<file path="src/rtl/id_ex_pipeline_register.sv">
// id_ex_pipeline_register
//   ID/EX pipeline register for a 5-stage RISC-V style core.
//   Every output is a flop; D inputs captured on posedge appear on the E
//   outputs one cycle later.
//   Per-edge priority: rst > FlushE > StallE > load.
//   A load performs a write-through bypass from the writeback write port.
//   This covers the case where the register file is written in the same
//   cycle it is read.
//   A load with ValidD=0 becomes a bubble: control is cleared and data is
//   loaded normally.
//
// Ports
//   clk, rst                       clock, async active-high reset
//   StallE, FlushE                 hold / bubble-insert for the E stage
//   ValidD, PCD .. ALUControlD     decode-stage slot contents
//   RegWriteW, RdW, ResultW        writeback write port (bypass source)
//   ValidE, PCE .. ALUControlE     registered E-stage copies
//   BubbleCount                    saturating count of inserted bubbles
module id_ex_pipeline_register #(
  parameter int XLEN  = 32,
  parameter int CNT_W = 16
) (
  input  logic             clk,
  input  logic             rst,
  input  logic             StallE,
  input  logic             FlushE,
  input  logic             ValidD,
  input  logic [XLEN-1:0]  PCD,
  input  logic [XLEN-1:0]  PCPlus4D,
  input  logic [XLEN-1:0]  ImmExtD,
  input  logic [XLEN-1:0]  RD1D,
  input  logic [XLEN-1:0]  RD2D,
  input  logic [4:0]       Rs1D,
  input  logic [4:0]       Rs2D,
  input  logic [4:0]       RdD,
  input  logic             RegWriteD,
  input  logic             MemWriteD,
  input  logic             JumpD,
  input  logic             BranchD,
  input  logic             ALUSrcD,
  input  logic [1:0]       ResultSrcD,
  input  logic [2:0]       ALUControlD,
  input  logic             RegWriteW,
  input  logic [4:0]       RdW,
  input  logic [XLEN-1:0]  ResultW,
  output logic             ValidE,
  output logic [XLEN-1:0]  PCE,
  output logic [XLEN-1:0]  PCPlus4E,
  output logic [XLEN-1:0]  ImmExtE,
  output logic [XLEN-1:0]  RD1E,
  output logic [XLEN-1:0]  RD2E,
  output logic [4:0]       Rs1E,
  output logic [4:0]       Rs2E,
  output logic [4:0]       RdE,
  output logic             RegWriteE,
  output logic             MemWriteE,
  output logic             JumpE,
  output logic             BranchE,
  output logic             ALUSrcE,
  output logic [1:0]       ResultSrcE,
  output logic [2:0]       ALUControlE,
  output logic [CNT_W-1:0] BubbleCount
);

  typedef struct packed {
    logic            valid;
    logic [XLEN-1:0] pc;
    logic [XLEN-1:0] pc4;
    logic [XLEN-1:0] imm;
    logic [XLEN-1:0] rd1;
    logic [XLEN-1:0] rd2;
    logic [4:0]      rs1;
    logic [4:0]      rs2;
    logic [4:0]      rd;
    logic            reg_write;
    logic            mem_write;
    logic            jump;
    logic            branch;
    logic            alu_src;
    logic [1:0]      result_src;
    logic [2:0]      alu_ctrl;
  } ex_t;

  ex_t             ex_q, ex_d;
  logic [CNT_W-1:0] bub_cnt_q, bub_cnt_d;
  logic             byp1, byp2, bubble;

  // x0 is hard-wired zero, so a write to it must never be forwarded.
  assign byp1 = RegWriteW && (RdW != 5'd0) && (RdW == Rs1D);
  assign byp2 = RegWriteW && (RdW != 5'd0) && (RdW == Rs2D);

  always_comb begin
    ex_d      = ex_q;
    bub_cnt_d = bub_cnt_q;
    bubble    = 1'b0;
    if (FlushE) begin
      ex_d   = '0;
      bubble = 1'b1;
    end else if (!StallE) begin
      ex_d.pc  = PCD;
      ex_d.pc4 = PCPlus4D;
      ex_d.imm = ImmExtD;
      ex_d.rd1 = byp1 ? ResultW : RD1D;
      ex_d.rd2 = byp2 ? ResultW : RD2D;
      ex_d.rs1 = Rs1D;
      ex_d.rs2 = Rs2D;
      ex_d.rd  = RdD;
      // Control only survives for a real instruction, which keeps all
      // control outputs zero whenever ValidE is low.
      ex_d.valid      = ValidD;
      ex_d.reg_write  = ValidD & RegWriteD;
      ex_d.mem_write  = ValidD & MemWriteD;
      ex_d.jump       = ValidD & JumpD;
      ex_d.branch     = ValidD & BranchD;
      ex_d.alu_src    = ValidD & ALUSrcD;
      ex_d.result_src = ValidD ? ResultSrcD  : 2'd0;
      ex_d.alu_ctrl   = ValidD ? ALUControlD : 3'd0;
      bubble          = !ValidD;
    end
    if (bubble && (bub_cnt_q != {CNT_W{1'b1}}))
      bub_cnt_d = bub_cnt_q + CNT_W'(1);
  end

  always_ff @(posedge clk or posedge rst) begin
    if (rst) begin
      ex_q      <= '0;
      bub_cnt_q <= '0;
    end else begin
      ex_q      <= ex_d;
      bub_cnt_q <= bub_cnt_d;
    end
  end

  assign ValidE      = ex_q.valid;
  assign PCE         = ex_q.pc;
  assign PCPlus4E    = ex_q.pc4;
  assign ImmExtE     = ex_q.imm;
  assign RD1E        = ex_q.rd1;
  assign RD2E        = ex_q.rd2;
  assign Rs1E        = ex_q.rs1;
  assign Rs2E        = ex_q.rs2;
  assign RdE         = ex_q.rd;
  assign RegWriteE   = ex_q.reg_write;
  assign MemWriteE   = ex_q.mem_write;
  assign JumpE       = ex_q.jump;
  assign BranchE     = ex_q.branch;
  assign ALUSrcE     = ex_q.alu_src;
  assign ResultSrcE  = ex_q.result_src;
  assign ALUControlE = ex_q.alu_ctrl;
  assign BubbleCount = bub_cnt_q;

endmodule

</file>
<file path="config.mk">
export PLATFORM = sky130hd
export DESIGN_NAME = id_ex_pipeline_register
export DESIGN_NICKNAME = d
export VERILOG_FILES = /design/src/rtl/id_ex_pipeline_register.sv
export SDC_FILE = /design/constraint.sdc
export NUM_CORES = 1
export LEC_CHECK = 0
export ABC_AREA = 1
export ABC_CLOCK_PERIOD_IN_PS = 6500
export BUFFER_PORTS_ARGS = -buffer_cell sky130_fd_sc_hd__buf_2
export CAP_MARGIN = 20
export CORE_AREA = 2 2 169 171
export CTS_CLUSTER_DIAMETER = 200
export CTS_CLUSTER_SIZE = 25
export DETAILED_ROUTE_END_ITERATION = 8
export DIE_AREA = 0 0 171 173
export PLACE_DENSITY = 0.66
export REMOVE_ABC_BUFFERS = 1
export SETUP_SLACK_MARGIN = 0.15
export SLEW_MARGIN = 30
export SYNTH_ARGS = -nofsm -noshare
export SYNTH_HDL_FRONTEND = slang
export SYNTH_SLANG_ARGS = --single-unit
</file>
<file path="constraint.sdc">
create_clock -name clk -period 6.5 [get_ports clk]
set_clock_uncertainty 0.05 [all_clocks]
set_input_delay 0 -clock clk [delete_from_list [all_inputs] [get_ports clk]]
set_output_delay 0 -clock clk [all_outputs]
set_load 0.05 [all_outputs]
</file>
### Word level (Yosys, flattened, before mapping)

Cells that the tools add are included.

* add/sub/neg operators: 1
* $mul: 0
* div/mod/pow operators: 0
* magnitude comparators: 0
* eq/ne operators: 4
* shifts and indexed selects: 0
* muxes and demuxes: 8
* bitwise gates (word level): 5
* reduce and logical (&&, ||, !) cells: 6

Operators with widths (count)
* $mux W186: 2
* $mux W32: 2
* $add A16 B1 Y16 const B: 1
* $ne A16 B16 Y1 const B: 1
* $eq A5 B5 Y1: 2
* $and A1 B1 Y1: 5
* $reduce_bool A5 Y1: 1
* $logic_and A1 B1 Y1: 4
* $mux W3: 1
* $mux W1: 2
* $mux W2: 1
* $ne A2 B1 Y1 const B: 1
* $logic_not A1 Y1: 1

* bits in registers: 202
* latch bits: 0
* RAM bits: 0
* ROM bits: 0
* output and inout bits: 202
* word-level logic and storage cells: 41
* memories: 0

### Depth between registers and ports, before layout

Gate-level depths: netlist of run 1.

* depth in word-level cells: 6
* depth in mapped cells: 12
* gate-level depth less buffers: 11

### Worst setup path after synthesis of run 1

Ideal clock, no wire load.

* path type: register to register
* from: reg bub_cnt_q[0], in the netlist BubbleCount[0]
* to: reg bub_cnt_q[2], in the netlist BubbleCount[2]
* library setup time: 0.123 ns
* data arrival time: 1.706 ns
* required time: 6.327 ns
* path slack: 4.621 ns
* stages on the path, launching flop included: 12
* path buffers: 1
* clock period less this slack: 1.879 ns
* cell sequence: dfrtp_1 ha_1 inv_1 nor2_4 inv_2 nor2_4 nand2_1 nand2_2 inv_2 buf_6 nand3b_1 nand2_1

* cells in the longest elaborated chain, start to end: 2
* elaborated cells on any way between the ends: 3

RTL lines
* from (decl): RTL line 85 `logic [CNT_W-1:0] bub_cnt_q, bub_cnt_d;`
* from (signal assigned): RTL line 130 `bub_cnt_q <= bub_cnt_d;`
* branches (longest 2 deep; another with $add A16 B1 Y16)

Several ways; the timed one is not identified.
A chain may end at the register's enable or synchronous reset.

### Worst setup path in the final report of run 1

* from: in Rs1D[0]
* to: reg ex_q, in the netlist RD1E[14]

* cells in the longest elaborated chain, start to end: 5

RTL lines
* from (decl): RTL line 33 `input logic [4:0] Rs1D,`
* $eq A5 B5 Y1: RTL line 89 `assign byp1 = RegWriteW && (RdW != 5'd0) && (RdW == Rs1D);`
* $logic_and A1 B1 Y1: RTL line 89
* $mux W32: RTL line 103 `ex_d.rd1 = byp1 ? ResultW : RD1D;`
* $mux W186: RTL line 99 `end else if (!StallE) begin`
* $mux W186: RTL line 96 `if (FlushE) begin`
* to (signal assigned): RTL line 126 `ex_q <= '0;`
* to (signal assigned): RTL line 129 `ex_q <= ex_d;`
* to (decl): RTL line 84 `ex_t ex_q, ex_d;`

Every way passes these cells. The select of a mux whose other input is x is not followed.

==> summary.txt, run 1 <==
Setup path
  – Max Fanout on Critical Path: 33
  – CP Capture Type: flip-flop
  – Worst R2R Setup Slack: 4550 ps
  – CP Class: input pin to flip-flop
  – RR Endpoint: BubbleCount[12]$_DFFE_PP0P_
  – Critical R2R Launch: BubbleCount[0]$_DFFE_PP0P_
  – Stages on the worst setup path: 10
  – Largest delay share family, worst path: simple AND/OR/NAND/NOR gates
  – Most frequent cell on the critical path: nand2_1
  – CP Buf/Inv Count: 3
  – Slowest CP cell: nand3_2
  – Reg2reg path depth: 11
  – Required time of the critical path: 6880 ps
  – CP startpoint: Rs1D[0]
  – Worst-path cell chain: dlygate4sd3_1 -> buf_2 -> xnor2_1 -> nand2_1 -> nor2_4 -> nand3_2 -> nand2_1 -> nand3_1 -> dlygate4sd3_1 -> nand2_1
  – Worst path max stage delay: 910 ps
  – Critical Path AT: 3600 ps
  – CP endpoint: RD1E[14]$_DFFE_PP0P_
  – CP startpoint kind: input pin

Clock network
  – # H-tree levels: 1
  – Num CTS Buffers: 12
  – # clock sinks: 202
  – Postcts setup bufs: 0
  – Clk buf depth: 3
  – Worst-skew pair later-pin latency: 460 ps
  – Clock slew at reported path FFs: 100 ps
  – TritonCTS clock tree: yes
  – Clock root buffer: clkbuf_16

Detailed routing
  – Routed WL per cell: 16.8 um
  – Total Routed Length: 33500 um
  – DRC viols: 0
  – Number of detailed-route iterations in the first pass: 5
  – Initial drt markers: 739
  – Via count: 9746
  – Via density: 4.89
  – Post-DRT Antenna Nets: 0

Synthesis
  – Synth area leader: dfrtp_1
  – Sequential share of the synthesized area: 55.8%
  – Yosys warning total: 0
  – Mapped cell area: 9060 um^2
  – Synth Instances: 976
  – Avg Cell Area, Syn: 9.28 um^2
  – Synth top area cells: dfrtp_1 56%, nand2_1 11%, a22o_1 11%, inv_1 5.0%, nand4_1 4.7%
  – Synth unique cells: 25
  – Register bit total from synthesis: 202
  – Top-area cell type share of the netlist area: 55.8%

Place
  – Dpl cells: 1724
  – Port bufs: 429
  – DP Wirelength: 19900 um
  – Placed inst area: 11500 um^2
  – Gpl congestion: 0.933
  – Dpl ws: 3780 ps

Global routing
  – Grt total ovfl: 0
  – First-pass GRT wire length: 51800 um
  – Vias in the first global route: 9962
  – Largest net degree at the start of global routing: 130
  – GRT Util Overall: 21.6%
  – Antenna violations before repair: 3

Finish
  – Share of layout cells above drive strength 1: 29.4%
  – Fill count: 2518
  – Design area: 14300 um^2
  – Count of non-filler cells in the finished layout: 1992
  – Area grow syn2layout: 58.3%
  – Final nets: 1840
  – Post-layout util: 51.9%

Run status
  – Status: finished, final reports clean

Pwr
  – Power Density: 220 nW/um^2
  – Worst VDD drop: 310 uV
  – Leak: 7.81 nW

Timing
  – Period minus WS final: 3230 ps
  – Worst-margin pin slew: 940 ps
  – Slew headroom: 37.2%
  – Max Slew Vio Count: 0
  – RSZ-0062 raised after global routing: no
  – Fmax: 310 MHz
  – Final Hold Fails: 0
  – Setup Viol. Count Final: 0
  – Final worst setup slack: 3270 ps
  – Setup_tns: 0 ps
  – Final Cycle Share: 49.6%

Floorplan
  – DIE AREA: 29600 um^2
  – Num ports: 430
  – Rows: 61
  – Die span in x: 171 um
  – Core area: 27600 um^2
  – Die Span Y: 173 um
  – Initial Utilization: 32.8%

Min path
  – Hold Path Class: input pin to async pin

Job
  – Max_cap viols: 0
sequential cells by signal (all words and copies together) (netlist names):
register,count
Rs2E,5
JumpE,1
ALUSrcE,1
PCE,32
Rs1E,5
ResultSrcE,2
BranchE,1
ImmExtE,32
PCPlus4E,32
ValidE,1
BubbleCount,16
RdE,5
RD2E,32
RegWriteE,1
RD1E,32
MemWriteE,1
ALUControlE,3
cells in the final DEF (no fill, tap or decap), drive strengths merged:
master and n:
o21ai 23, diode 3, clkinv 2, nor2 20, clkbuf 13, dfrtp 202
nand3b 5, xor2 10, nand3 72, xnor2 6, inv 123, nand2 263
a22o 109, buf 438, nor3 5, nand4 68, dlygate4sd3 251, ha 1
worst min-delay path, delay by kind of cell:
family	cells	cell delay, ps
buffers and inverters	3	1130
synthesized netlist by cell type:
library cell and count:
buf_1 8, nand2_2 4, o21ai_0 13, nand3_1 70
clkbuf_1 10, xnor2_1 6, buf_4 2, nor2_1 12
nor3_1 4, nor2_2 3, inv_2 4, nor2_4 5
a22o_1 109, buf_6 2, inv_1 120, o21ai_1 10
xor2_1 10, nand4_1 68, nand3_2 2, ha_1 1
nand3b_1 5, buf_2 46, nand2_1 259, nor3_2 1
dfrtp_1 202
per-stage QoR:
stage                     total power [mW]  hold slack (ps)
after CTS                             3.18             92.5
after global routing                  3.29              139
after floorplan                       1.98             95.2
after global placement                2.23              180
final                                 3.15              112
after detailed placement              2.24              185
power breakdown:
group / leakage (nW) / internal [mW] / switching, mW / total (mW)
clock: 0.172 / 0.369 / 0.447 / 0.816
combinational: 4.95 / 0.299 / 0.619 / 0.918
sequential: 2.69 / 1.35 / 0.0750 / 1.42
per-layer routing:
metal	global-route usage, %	share of wire (%)	vias up
met2	37.5	50	442
li1	-	-	4499
met4	9.78	4.5	0
met5	0	0	-
met1	26.0	39	4694
met3	3.64	6.4	111
worst min-delay path by stage:
stage	to	slack, ps	startpoint	depth (start not counted)
after detailed placement	PCPlus4E[24]$_DFFE_PP0P_	190	PCPlus4D[24]	2
after floorplan	ALUControlE[0]$_DFFE_PP0P_	100	ALUControlD[0]	2
after CTS	ValidE$_DFFE_PP0P_	90	FlushE	4
after global placement	PCPlus4E[17]$_DFFE_PP0P_	180	PCPlus4D[17]	2
after global routing	BubbleCount[0]$_DFFE_PP0P_	140	StallE	4
final	BubbleCount[4]$_DFFE_PP0P_	110	rst	3
final cells by class:
type	count	area [um^2]	area share (%)
Antenna cell	3	7.51	0.0523
Clock buffer	13	325	2.27
Clock inverter	1	30.0	0.209
Inverter	124	478	3.33
Multi-Input combinational cell	582	3220	22.4
Sequential cell	202	5050	35.2
Tap cell	378	473	3.30
Timing Repair Buffer	689	4760	33.2
kinds of logic (layout without fill, tap and decap cells):
logic type | after synthesis | after routing | synth area share [%]
buf+inv | 192 | 827 | 8.84
flops | 202 | 202 | 55.8
compound gates | 132 | 132 | 11.8
simple gates | 433 | 433 | 21.9
xor+xnor | 16 | 16 | 1.55
fa+ha+maj | 1 | 1 | 0.138
other cells | 0 | 3 | 0
what timing repair did:
action,in CTS,in global routing
resized for setup,0,0
hold endpoints to repair,314,0
endpoints found under the setup margin,0,0
hold buffers,251,0
(Power assumes the default switching activity.)
==> run 2, diff against run 1 <==
--- a/config.mk
+++ b/config.mk
@@ -5,16 +5,16 @@
 export SDC_FILE = /design/constraint.sdc
 export NUM_CORES = 1
 export LEC_CHECK = 0
-export ABC_AREA = 1
-export ABC_CLOCK_PERIOD_IN_PS = 6500
+export ABC_AREA = 0
+export ABC_CLOCK_PERIOD_IN_PS = 3400
 export BUFFER_PORTS_ARGS = -buffer_cell sky130_fd_sc_hd__buf_2
 export CAP_MARGIN = 20
-export CORE_AREA = 2 2 169 171
+export CORE_AREA = 2 2 166 168
 export CTS_CLUSTER_DIAMETER = 200
 export CTS_CLUSTER_SIZE = 25
 export DETAILED_ROUTE_END_ITERATION = 8
-export DIE_AREA = 0 0 171 173
-export PLACE_DENSITY = 0.66
+export DIE_AREA = 0 0 168 170
+export PLACE_DENSITY = 0.71
 export REMOVE_ABC_BUFFERS = 1
 export SETUP_SLACK_MARGIN = 0.15
 export SLEW_MARGIN = 30
==> constraint.sdc (replaced) <==
create_clock -name clk -period 3.4 [get_ports clk]
set_clock_uncertainty 0.05 [all_clocks]
set_input_delay 0 -clock clk [delete_from_list [all_inputs] [get_ports clk]]
set_output_delay 0 -clock clk [all_outputs]
set_load 0.05 [all_outputs]
==> run 2 against run 1 <==
Against the previous run: die area down 3.5%; register-to-register slack worse by 3200 ps; total power up 100%; first-iteration DRC count up 22%; critical path depth down 2; final area up 8.5%; global-route usage up 2.9 points; worst hold slack better by 4.5 ps; setup slack worse by 2400 ps; largest cell class is now non-clock buffers.
==> summary.txt, run 2 <==
Pwr
  – Comb power frac: 32.8% (+3.7 points)
  – Net switching power: 2.37 mW (+110%)
  – Pint: 3.95 mW (+96%)
  – Worst VDD drop: 411 uV (+33%)
  – Power Density: 406 nW/um^2 (+85%)
  – Clk pwr share: 24.1% (-1.8 points)
  – Leak: 7.85 nW (+0.60%)
  – Sequential fraction of design power: 43.1% (-1.9 points)
  – Switching Share: 37.5% (+1.3 points)

Clock network
  – Num CTS Buffers: 12 (unchanged)
  – Clock root buffer: clkbuf_16
  – PostCTS Resize Cnt: 0 (unchanged)
  – # clock sinks: 202 (unchanged)
  – Worst-skew pair later-pin latency: 480 ps (+20 ps)
  – Clock slew at reported path FFs: 110 ps (about the same)
  – # H-tree levels: 1 (unchanged)
  – TritonCTS clock tree: yes
  – Clk buf depth: 3 (unchanged)
  – Postcts setup bufs: 0 (unchanged)

Setup path
  – Required time of the critical path: 3720 ps (-3160 ps)
  – Reg2reg path depth: 5 (-6)
  – Slowest CP cell: dlygate4sd3_1
  – Critical Path AT: 2870 ps (-730 ps)
  – CP Class: input pin to flip-flop
  – Worst path max stage delay: 600 ps (-310 ps)
  – CP startpoint kind: input pin
  – Max Fanout on Critical Path: 20 (-39%)
  – Critical R2R Launch: BubbleCount[0]$_DFFE_PP0P_
  – CP Capture Type: flip-flop
  – Most frequent cell on the critical path: dlygate4sd3_1
  – Worst-path cell chain: dlygate4sd3_1 -> buf_2 -> xnor2_1 -> nand3_2 -> buf_4 -> o31ai_1 -> a221oi_2 -> dlygate4sd3_1
  – Worst R2R Setup Slack: 1370 ps (-3180 ps)
  – RR Endpoint: BubbleCount[2]$_DFFE_PP0P_

Floorplan
  – Rows: 60 (-1.6%)
  – Die span in x: 168 um (-1.8%)
  – Initial Utilization: 37.6% (+4.8 points)
  – Num ports: 430 (unchanged)
  – DIE AREA: 28600 um^2 (-3.5%)
  – Core area: 26700 um^2 (-3.5%)
  – Die Span Y: 170 um (-1.7%)

Global routing
  – First-pass GRT wire length: 56500 um (+8.9%)
  – Antenna violations before repair: 0 (-3)
  – Grt total ovfl: 0 (unchanged)
  – Largest net degree at the start of global routing: 134 (+3.1%)
  – Vias in the first global route: 10.8k (+8.7%)
  – GRT Util Overall: 24.5% (+2.9 points)

Detailed routing
  – Initial drt markers: 900 (+22%)
  – Post-DRT Antenna Nets: 0 (unchanged)
  – DRC viols: 0 (unchanged)
  – Number of detailed-route iterations in the first pass: 5 (unchanged)
  – Via count: 10.2k (+4.3%)
  – Via density: 5.37 (+9.7%)
  – Total Routed Length: 36300 um (+8.5%)
  – Routed WL per cell: 19.2 um (+14%)

Timing
  – WHS: 116 ps (+4.52 ps)
  – Final Hold Fails: 0 (unchanged)
  – Slew headroom: 40.9% (+3.7 points)
  – Final worst setup slack: 853 ps (-2420 ps)
  – Final Cycle Share: 74.9%
  – Setup Viol. Count Final: 0 (unchanged)
  – Fmax: 393 MHz
  – RSZ-0062 raised after global routing: no
  – Period minus WS final: 2550 ps
  – Max Slew Vio Count: 0 (unchanged)
  – Worst-margin pin slew: 883 ps (-56.4 ps)

Synthesis
  – Sequential share of the synthesized area: 50.5% (-5.3 points)
  – XOR/XNOR Fraction of Synth Area: 2.01% (+0.47 points)
  – Most numerous cell in the Yosys netlist: dfrtp_1
  – Adder-Cell Fraction of Synth Area: 0.125% (-0.013 points)
  – Main synth FF type: dfrtp_1
  – Largest family of logic cells by synthesized area: compound AO/OA/AOI/OAI gates
  – Synth Instances: 898 (-8.0%)
  – Synth unique cells: 38 (+52%)
  – Leading post-synthesis cells by instance count: 202 x dfrtp_1, 138 x nor2_1, 112 x mux2i_1
  – Yosys warning total: 0 (unchanged)
  – Compound-cell area share of the yosys netlist: 21.1% (+9.3 points)
  – Post-synthesis mux area share: 11.3% (+11 points)
  – Avg Cell Area, Syn: 11.1 um^2 (+20%)
  – Top-area cell type share of the netlist area: 50.5% (-5.3 points)
  – Simple logic cell fraction of the synthesized area: 7.95% (-14 points)
  – Async SR Flop Fraction: 100% (unchanged)
  – Register bit total from synthesis: 202 (unchanged)
  – Mapped cell area: 10000 um^2 (+10%)
  – Post-synth EDFFs: 0 (unchanged)
  – Synth top area cells: dfrtp_1 51%, mux2i_1 11%, a221oi_2 9.0%, a41oi_1 5.6%, nor2_1 5.2%
  – Synth area leader: dfrtp_1

Place
  – DP Wirelength: 21300 um (+7.0%)
  – Port bufs: 429 (unchanged)
  – Gpl congestion: 0.854 (-8.4%)
  – Dpl ws: 1150 ps (-2630 ps)

Finish
  – Antenna diodes: 0 (-3)
  – Final nets: 1782 (-3.2%)
  – Area grow syn2layout: 55.5%
  – Share of layout cells above drive strength 1: 34.6% (+5.3 points)
  – Commonest non-fill, non-tap cell in the layout: buf_2
  – Commonest non-fill, non-tap cells in the layout: 427 x buf_2, 283 x dlygate4sd3_1, 202 x dfrtp_1

Run status
  – Status: finished, final reports clean

Min path
  – Hold Path Class: input pin to async pin

Job
  – Max_cap viols: 0 (unchanged)
[run 2: cell types whose count changed in the layout (fill, tap and decap cells not counted), sizes merged, moves of 66 or more]
cell,previous run,this run
a22o,109,0
mux2i,0,112
nand2,263,17
nand3,72,6
nor2,20,138
[run 2: repair_timing]
| action | 4_1_cts | 5_1_grt |
|---|---|---|
| setup endpoints to repair | 0 | 0 |
| endpoints found under the hold margin | 285 | 0 |
| hold buffers | 283 | 0 |
[run 2: worst max path at each step]
stage                 start                    endpoint  cells past startpoint
floorplan               rst  ALUControlE[0]$_DFFE_PP0P_                      1
global placement     RdW[1]        RD2E[21]$_DFFE_PP0P_                      6
detailed placement   RdW[1]        RD2E[21]$_DFFE_PP0P_                      6
CTS                 Rs2D[4]         RD2E[4]$_DFFE_PP0P_                      8
global route        Rs2D[4]        RD2E[26]$_DFFE_PP0P_                      8
finish              Rs2D[4]         RD2E[4]$_DFFE_PP0P_                      8
[run 2: cell type report]
class / instances / area (um^2)
multi-input combinational: 538 / 4260
timing repair buffer: 734 / 5220
inverter: 65 / 251
clock buffer: 12 / 300
fill: 2109 / 11100
tap: 341 / 427
clock inverter: 2 / 46.3
sequential: 202 / 5050
[run 2: cell families after synthesis]
| kind of cell | Yosys count |
|---|---|
| AND/OR/NAND/NOR | 187 |
| AO/OA/AOI/OAI | 214 |
| adder cells (fa/ha/maj) | 1 |
| buffers and inverters | 158 |
| XOR/XNOR | 23 |
| multiplexers | 113 |
| flip-flops | 202 |
[run 2: routing by layer]
metal  GRT usage [%]  up-vias  routed length [um]
met1            28.6     4961               13900
met4            9.34        0                1320
met5               0        -                   0
met3            5.33       91                2810
met2            44.3      535               18300
li1                -     4582                   -
[run 2: worst max-delay path, delay by kind of cell]
kind,cells,cell delay [ps]
compound gates,2,400
buf+inv,4,1720
xor+xnor,1,210
simple gates,1,520
[run 2: metrics by stage]
step | total power, mW | instance area (um^2) | utilization, % | TNS [ps] | instances
after global routing | 6.58 | 15600 | 58.4 | 0 | 1894
after detailed placement | 4.53 | 12400 | 46.5 | 0 | 1597
after global placement | 4.51 | 12400 | 46.5 | 0 | 1597
final | 6.32 | 15600 | 58.4 | 0 | 1894
after floorplan | 3.86 | 9550 | - | -436470 | 805
after CTS | 6.34 | 15600 | 58.4 | 0 | 1894
[run 2: power by group through the flow]
stage | clock, mW | sequential (mW) | combinational [mW]
floorplan | 0 | 3.38 | 0.479
global placement | 0 | 2.76 | 1.75
detailed placement | 0 | 2.76 | 1.77
CTS | 1.58 | 2.72 | 2.04
global route | 1.64 | 2.75 | 2.19
finish | 1.52 | 2.73 | 2.07
